File: src/rtl/pll_lock_sequencer.sv
// PLL bring-up sequencer: pulses the PLL reset, waits for a stable lock,
// then releases the system reset for the PLL output domain. Retries on lock
// timeout, parks in FAULT once the retries are exhausted, and counts lock
// losses seen while running.
module pll_lock_sequencer #(
    parameter int PLL_RST_CYCLES     = 16,
    parameter int LOCK_TIMEOUT       = 65536,
    parameter int LOCK_STABLE_CYCLES = 1024,
    parameter int MAX_RETRIES        = 7
) (
    input  logic       in_clk25,
    input  logic       in_resetn,
    input  logic       pll_locked,
    input  logic       restart_req,
    output logic       pll_rst,
    output logic       sys_resetn,
    output logic [2:0] state,
    output logic [3:0] retry_cnt,
    output logic [7:0] lock_loss_cnt,
    output logic       fault
);

    localparam logic [2:0] S_RESET_PLL = 3'd0;
    localparam logic [2:0] S_WAIT_LOCK = 3'd1;
    localparam logic [2:0] S_STABLE    = 3'd2;
    localparam logic [2:0] S_RUN       = 3'd3;
    localparam logic [2:0] S_FAULT     = 3'd4;

    // One shared counter; sized for the longest interval it has to time.
    localparam int CNT_MAX_A = (PLL_RST_CYCLES > LOCK_TIMEOUT) ? PLL_RST_CYCLES : LOCK_TIMEOUT;
    localparam int CNT_MAX   = (CNT_MAX_A > LOCK_STABLE_CYCLES) ? CNT_MAX_A : LOCK_STABLE_CYCLES;
    localparam int CNT_W     = $clog2(CNT_MAX + 1);

    localparam logic [CNT_W-1:0] RST_LAST     = CNT_W'(PLL_RST_CYCLES - 1);
    localparam logic [CNT_W-1:0] TIMEOUT_LAST = CNT_W'(LOCK_TIMEOUT - 1);
    localparam logic [CNT_W-1:0] STABLE_LAST  = CNT_W'(LOCK_STABLE_CYCLES - 1);
    localparam logic [3:0]       RETRY_LIMIT  = 4'(MAX_RETRIES);

    logic [1:0]       sync_ff;
    logic             locked_s;
    logic [CNT_W-1:0] cnt;
    logic [2:0]       nxt_state;
    logic [3:0]       nxt_retry;
    logic [7:0]       nxt_loss;
    logic             cnt_clr;

    assign locked_s = sync_ff[1];

    // Two-flop synchronizer for the asynchronous PLL lock indication.
    always_ff @(posedge in_clk25) begin
        if (!in_resetn) sync_ff <= 2'b00;
        else            sync_ff <= {sync_ff[0], pll_locked};
    end

    // Next-state, retry and lock-loss decisions; restart overrides the FSM
    // but a lock loss detected on the same cycle is still counted.
    always_comb begin
        nxt_state = state;
        nxt_retry = retry_cnt;
        nxt_loss  = lock_loss_cnt;
        case (state)
            S_RESET_PLL: if (cnt == RST_LAST) nxt_state = S_WAIT_LOCK;
            S_WAIT_LOCK: begin
                if (locked_s) begin
                    nxt_state = S_STABLE;
                end else if (cnt == TIMEOUT_LAST) begin
                    if (retry_cnt == RETRY_LIMIT) begin
                        nxt_state = S_FAULT;
                    end else begin
                        nxt_state = S_RESET_PLL;
                        nxt_retry = retry_cnt + 4'd1;
                    end
                end
            end
            S_STABLE: begin
                if (!locked_s) begin
                    nxt_state = S_WAIT_LOCK;
                end else if (cnt == STABLE_LAST) begin
                    nxt_state = S_RUN;
                    nxt_retry = 4'd0;
                end
            end
            S_RUN: begin
                if (!locked_s) begin
                    nxt_state = S_WAIT_LOCK;
                    if (lock_loss_cnt != 8'hFF) nxt_loss = lock_loss_cnt + 8'd1;
                end
            end
            S_FAULT: nxt_state = S_FAULT;
            default: nxt_state = S_RESET_PLL;
        endcase
        if (restart_req) begin
            nxt_state = S_RESET_PLL;
            nxt_retry = 4'd0;
        end
    end

    // A restart re-arms the count even when already in RESET_PLL.
    assign cnt_clr = restart_req || (nxt_state != state);

    // State, counter and registered outputs all update together.
    always_ff @(posedge in_clk25) begin
        if (!in_resetn) begin
            state         <= S_RESET_PLL;
            cnt           <= '0;
            retry_cnt     <= 4'd0;
            lock_loss_cnt <= 8'd0;
            pll_rst       <= 1'b1;
            sys_resetn    <= 1'b0;
            fault         <= 1'b0;
        end else begin
            state         <= nxt_state;
            retry_cnt     <= nxt_retry;
            lock_loss_cnt <= nxt_loss;
            pll_rst       <= (nxt_state == S_RESET_PLL);
            sys_resetn    <= (nxt_state == S_RUN);
            fault         <= (nxt_state == S_FAULT);
            if (cnt_clr)
                cnt <= '0;
            else if (state == S_RESET_PLL || state == S_WAIT_LOCK || state == S_STABLE)
                cnt <= cnt + CNT_W'(1);
        end
    end

endmodule

File: config.mk
export PLATFORM = sky130hd
export DESIGN_NAME = pll_lock_sequencer
export DESIGN_NICKNAME = d
export VERILOG_FILES = /design/src/rtl/pll_lock_sequencer.sv
export SDC_FILE = /design/constraint.sdc
export NUM_CORES = 1
export LEC_CHECK = 0
export BUFFER_PORTS_ARGS = -buffer_cell sky130_fd_sc_hd__buf_4
export CAP_MARGIN = 30
export CORE_MARGIN = 5
export CORE_UTILIZATION = 53
export CTS_BUF_LIST = sky130_fd_sc_hd__clkbuf_8
export DETAILED_ROUTE_END_ITERATION = 6
export HOLD_SLACK_MARGIN = 0.02
export PLACE_DENSITY = 0.84
export SKIP_CTS_REPAIR_TIMING = 1
export SYNTH_ARGS = -nofsm -noshare
export SYNTH_HDL_FRONTEND = slang
export SYNTH_SLANG_ARGS = --single-unit
File: constraint.sdc
create_clock -name in_clk25 -period 1.95 [get_ports in_clk25]
set_input_delay 0 -clock in_clk25 [delete_from_list [all_inputs] [get_ports in_clk25]]
set_output_delay 0 -clock in_clk25 [all_outputs]
set_load 0.05 [all_outputs]
After elaboration in Yosys (flattened, before gate mapping):

Cells that the tools add are included.

* bits in registers: 37
* input port bits: 4

* $add $sub $neg: 3
* eq/ne operators: 17
* muxes and demuxes: 15
* bitwise logic cells: 2
* reduce and logical (&&, ||, !) cells: 10

Operator list (number)
* $mux 3: 8
* $mux 4: 5
* $add 17x1->17 const B: 1
* $eq 17x10->1 const B: 1
* $eq 17x16->1 const B: 1
* $eq 17x4->1 const B: 1
* $pmux 3 s5: 1
* $ne 2x2->1 const B: 5
* $eq 3x2->1 const B: 3
* $add 8x1->8 const B: 1
* $ne 8x8->1 const B: 1
* $pmux 4 s2: 1
* $eq 3x3->1 const B: 2
* $logic_not 3->1: 2
* $reduce_and 6->1: 1
* $add 4x1->4 const B: 1
* $eq 4x3->1 const B: 1
* $reduce_or 2->1: 2
* $eq 3x1->1 const B: 1
* $logic_or 1x1->1: 3
* $ne 3x3->1: 1
* $reduce_and 3->1: 1
* $not 1->1: 2
* $reduce_bool 2->1: 1

Longest topological paths before layout:

* word-level depth: 9
* depth in mapped cells: 12
* depth with buffers taken out: 11

Least setup slack after synthesis:

Ideal clock, no wire load.

* path kind: register to register
* start point: register cnt[8]
* end point: register cnt[0]
* setup time: 64 ps
* data arrival time: 2051 ps
* required time: 1886 ps
* slack: -165 ps
* cell stages (with the launch flop): 12
* buffers on the path: 1
* cells stage by stage: dfxtp_1 -> and4_1 -> and3_1 -> nand4_1 -> nor2_1 -> ha_1 -> nor3_1 -> a21oi_1 -> nor4b_1 -> a31oi_4 -> buf_6 -> nor2_1

* cells in the longest elaborated chain, start to end: 8
* elaborated cells on any way between the ends: 13
* classes of those cells: 4 x eq/ne; 7 x mux; 2 x reduce/logical

Ends and longest elaborated chain
* from (decl): RTL line 41 `logic [CNT_W-1:0] cnt;`
* from (signal assigned): RTL line 121 `cnt <= cnt + CNT_W'(1);`
* $eq 17x10->1 or $eq 17x16->1 (tied branches): RTL line 78, 66
* $mux 3 (on tied branches): RTL line 78, 66
* $mux 3 (on tied branches): RTL line 76, 64
* $pmux 3 s5 *: RTL line 61 `case (state)`
* $mux 3 *: RTL line 92 `if (restart_req) begin`
* $ne 3x3->1 *: RTL line 99 `assign cnt_clr = restart_req || (nxt_state != state);`
* $logic_or 1x1->1 *: RTL line 99
* $reduce_or 2->1 (no line) *

Mark *: on every way between the ends. The rest lies on a longest branch, timed or not.
A chain may end at the register's enable or synchronous reset.

Final worst setup path:

* start point: register cnt[9]
* end point: register retry_cnt[3]

* cells in the longest elaborated chain, start to end: 3
* elaborated cells on any way between the ends: 5
* classes of those cells: 4 x eq/ne; 1 x reduce/logical

Ends and longest elaborated chain
* $eq 17x10->1 or $eq 17x16->1 (tied branches): RTL line 78, 66
* $ne 2x2->1 (no line)
* $reduce_and 6->1 (no line) *
* to (signal assigned): RTL line 113 `retry_cnt <= nxt_retry;`
* to (decl): RTL line 18 `output logic [3:0] retry_cnt,`

Marked as above.

==> flow_summary.ini <==
[cts]
root_buffer = clkbuf_8
clockBufferDepth = 2
cts.reportedPaths.clkPinSlew_ns = 0.07
cts.htree.levels = 2
cts_tree = built
worst_skew_pair.late_latency_ns = 0.29
cts_buffers = 5
cts_sinks = 37

[power_and_ir_drop]
clockPowerShare_pct = 38.0
comb_power_share_pct = 3.3
switching_share_pct = 21.8
intPower_mw = 1.02
power_density_nw_per_um2 = 585
seqPwrFrac_pct = 58.6
ir_drop_uv = 350
cellLeakagePower_nw = 0.870
p_switching_mw = 0.284

[cells_and_area]
stdcell_count = 279
antenna_cells = 0
final_layout_size_suffix_gt1_share_pct = 31.1
final_net_count = 244
area.sequential_um2 = 751
area_delta_synth_final_pct = 29.2
multi_input_area_um2 = 983
nFillCells = 248

[yosys]
syn_area_um2 = 1720
synth_flop_cell = dfxtp_1
yosys_register_bits = 37
synthCells = 190
yosysMostFrequentCell = dfxtp_1
yosysWarningCount = 0
synth-async-reset-ratio_pct = 0
synth_common_cells = 37 x dfxtp_1, 24 x nor2_1, 15 x nand2_1, 15 x xor2_1
synth_seq_area_share_pct = 43.1
synth_area_leaders = dfxtp_1 43%, xor2_1 7.6%, nor2_1 5.2%
yosys.area.top_type = dfxtp_1
ys_types = 39
avgSynthCellArea_um2 = 9.05
synth_edf_count = 0
synth_top_area_share_pct = 43.1
synth_nets = 198

[worst_setup_path]
endpoint_kind = flop
path_max_fanout = 4
timing.rr.start = cnt[9]
ff2ff_path_depth = 10
path_class = flop to flop
arrival_ns = 2.23
worstReg2RegEnd = retry_cnt[3]
ff2ff_setup_slack_ns = -0.06
critPathLaunchType = flop
crit_required_ns = 2.17

[die]
io_pins = 22
dieArea_um2 = 4490
core_area_um2 = 3080
die_w_um = 67.0
floorplan.initialDensity_pct = 55.9
fp.dieH_um = 67.0
rows = 20

[timing]
clock-skew-final_ns = 0.00399
setup_slack_ns = -0.0612
timing.hold.ws_ns = 0.00476
slew_headroom_pct = 66.5
setup_violations = 18
period_minus_slack_ns = 2.01
finalMaxSlewViolations = 0
finalCritPeriodShare_pct = 103
max_clock_freq_mhz = 497
hold_viol_final = 0
rsz0062_at_grt = true
tightest_slew_ns = 0.503

[routing]
vias = 1491
drt_first_pass_iters = 4
drc = 0
ant_nets = 0
via_per_inst = 5.34
drtIter0Drc = 89
routedWlPerCell_um = 13.1
totalWireLength_um = 3650

[grt]
grt_pass1_vias = 1453
grt_pass1_wl_um = 6180
grt_usage_pct = 18.3
antenna_found_initial = 0
overflow = 0
grt_max_degree = 15

[placed_design]
place_hpwl_um = 2610
placed_cells = 269
io_buffers = 21
gp_congestion = 0.840

[status]
outcome = finished, violations left
violations = setup timing

[worst_hold_path]
hold_depth = 2
min_path_type = input pin to flop
hold_end = lock_loss_cnt[0]
hold_path_startpoint = in_resetn

[job]
maxCapViolations = 0
[critical path, stage by stage (launching register included)]
cell     delay, ns
dfxtp_2       0.33
and4_4        0.22
and3_4        0.18
nand4_1       0.09
nor2_1        0.12
ha_2          0.20
inv_2         0.06
nor4_4        0.27
nand4_1       0.16
xor2_1        0.19
nor2_1        0.12
[cell families (layout without fill, tap and decap cells)]
| kind of cell | Yosys count | after routing | share of synthesized area (%) |
|---|---|---|---|
| flip-flops | 37 | 37 | 43.1 |
| XOR/XNOR | 24 | 24 | 12.2 |
| AO/OA/AOI/OAI | 20 | 20 | 8.44 |
| AND/OR/NAND/NOR | 95 | 95 | 30.3 |
| multiplexers | 1 | 1 | 0.582 |
| buffers and inverters | 9 | 54 | 2.55 |
| adder cells (fa/ha/maj) | 4 | 4 | 2.91 |
[how the worst max path moves through the flow]
stage | cells after the start | start | slack [ns] | endpoint
2_1_floorplan | 11 | cnt[9] | -0.005 | cnt[7]
3_3_place_gp | 11 | cnt[9] | 0.05 | cnt[1]
3_5_place_dp | 11 | cnt[9] | -0.005 | cnt[1]
4_1_cts | 11 | cnt[9] | -0.03 | cnt[1]
5_1_grt | 10 | cnt[6] | -0.20 | retry_cnt[3]
6_report | 10 | cnt[9] | -0.06 | retry_cnt[3]
[cell usage in the layout (no fill, tap or decap), drive strengths merged, types with 2 or more instances in the layout]
cell / Yosys / routed
a211oi: 3 / 3
ha: 4 / 4
dfxtp: 37 / 37
nor3: 7 / 7
nand2b: 2 / 2
xor2: 15 / 15
buf: 3 / 43
clkbuf: 2 / 5
nand3b: 2 / 2
nand3: 9 / 9
a21oi: 7 / 7
nor4: 4 / 4
o21ai: 3 / 3
and4: 2 / 2
nor2b: 5 / 5
inv: 4 / 4
xnor2: 9 / 9
a21o: 2 / 2
nand2: 15 / 15
nand4: 7 / 7
nor2: 24 / 24
and2: 7 / 7
and3: 4 / 4
[final cells by class]
cell class / instances / area share (%)
clock buffer: 5 / 3.10
clock inverter: 1 / 0.225
inverter: 4 / 0.676
multi-input combinational: 144 / 44.3
sequential: 37 / 33.8
tap: 44 / 2.48
timing repair buffer: 44 / 15.5
[metrics by stage]
stage	cell area (um2)	power (mW)	TNS, ns	utilization (%)	setup slack, ns
floorplan	1740	0.802	-0.0322	-	-0.00510
global placement	2070	0.816	0	67.2	0.0456
detailed placement	2070	0.817	-0.00734	67.2	-0.00481
CTS	2140	1.30	-0.117	69.6	-0.0282
global route	2220	1.34	-3.68	72.2	-0.204
finish	2220	1.30	-0.735	72.2	-0.0612
[per-layer routing]
metal  vias to the layer above  track usage (%)  wire [um]
li1                        750                -          -
met1                       697             19.5       1550
met2                        34             33.0       1870
met3                        10             4.05        130
met4                         0             9.87         99
met5                         -                0          0
[power groups by stage]
stage	logic (mW)	registers, mW	clock network [mW]
after CTS	0.0376	0.762	0.505
after detailed placement	0.0375	0.780	0
after global placement	0.0371	0.779	0
after global routing	0.0478	0.763	0.534
final	0.0433	0.763	0.495
after floorplan	0.0224	0.779	0
[flip-flops by register name (all words and copies together), names as in the netlist]
register / cells
lock_loss_cnt: 8
cnt: 17
sync_ff: 2
pll_rst: 1
retry_cnt: 4
sys_resetn: 1
fault: 1
state: 3
Power figures use the tool's default switching activity.
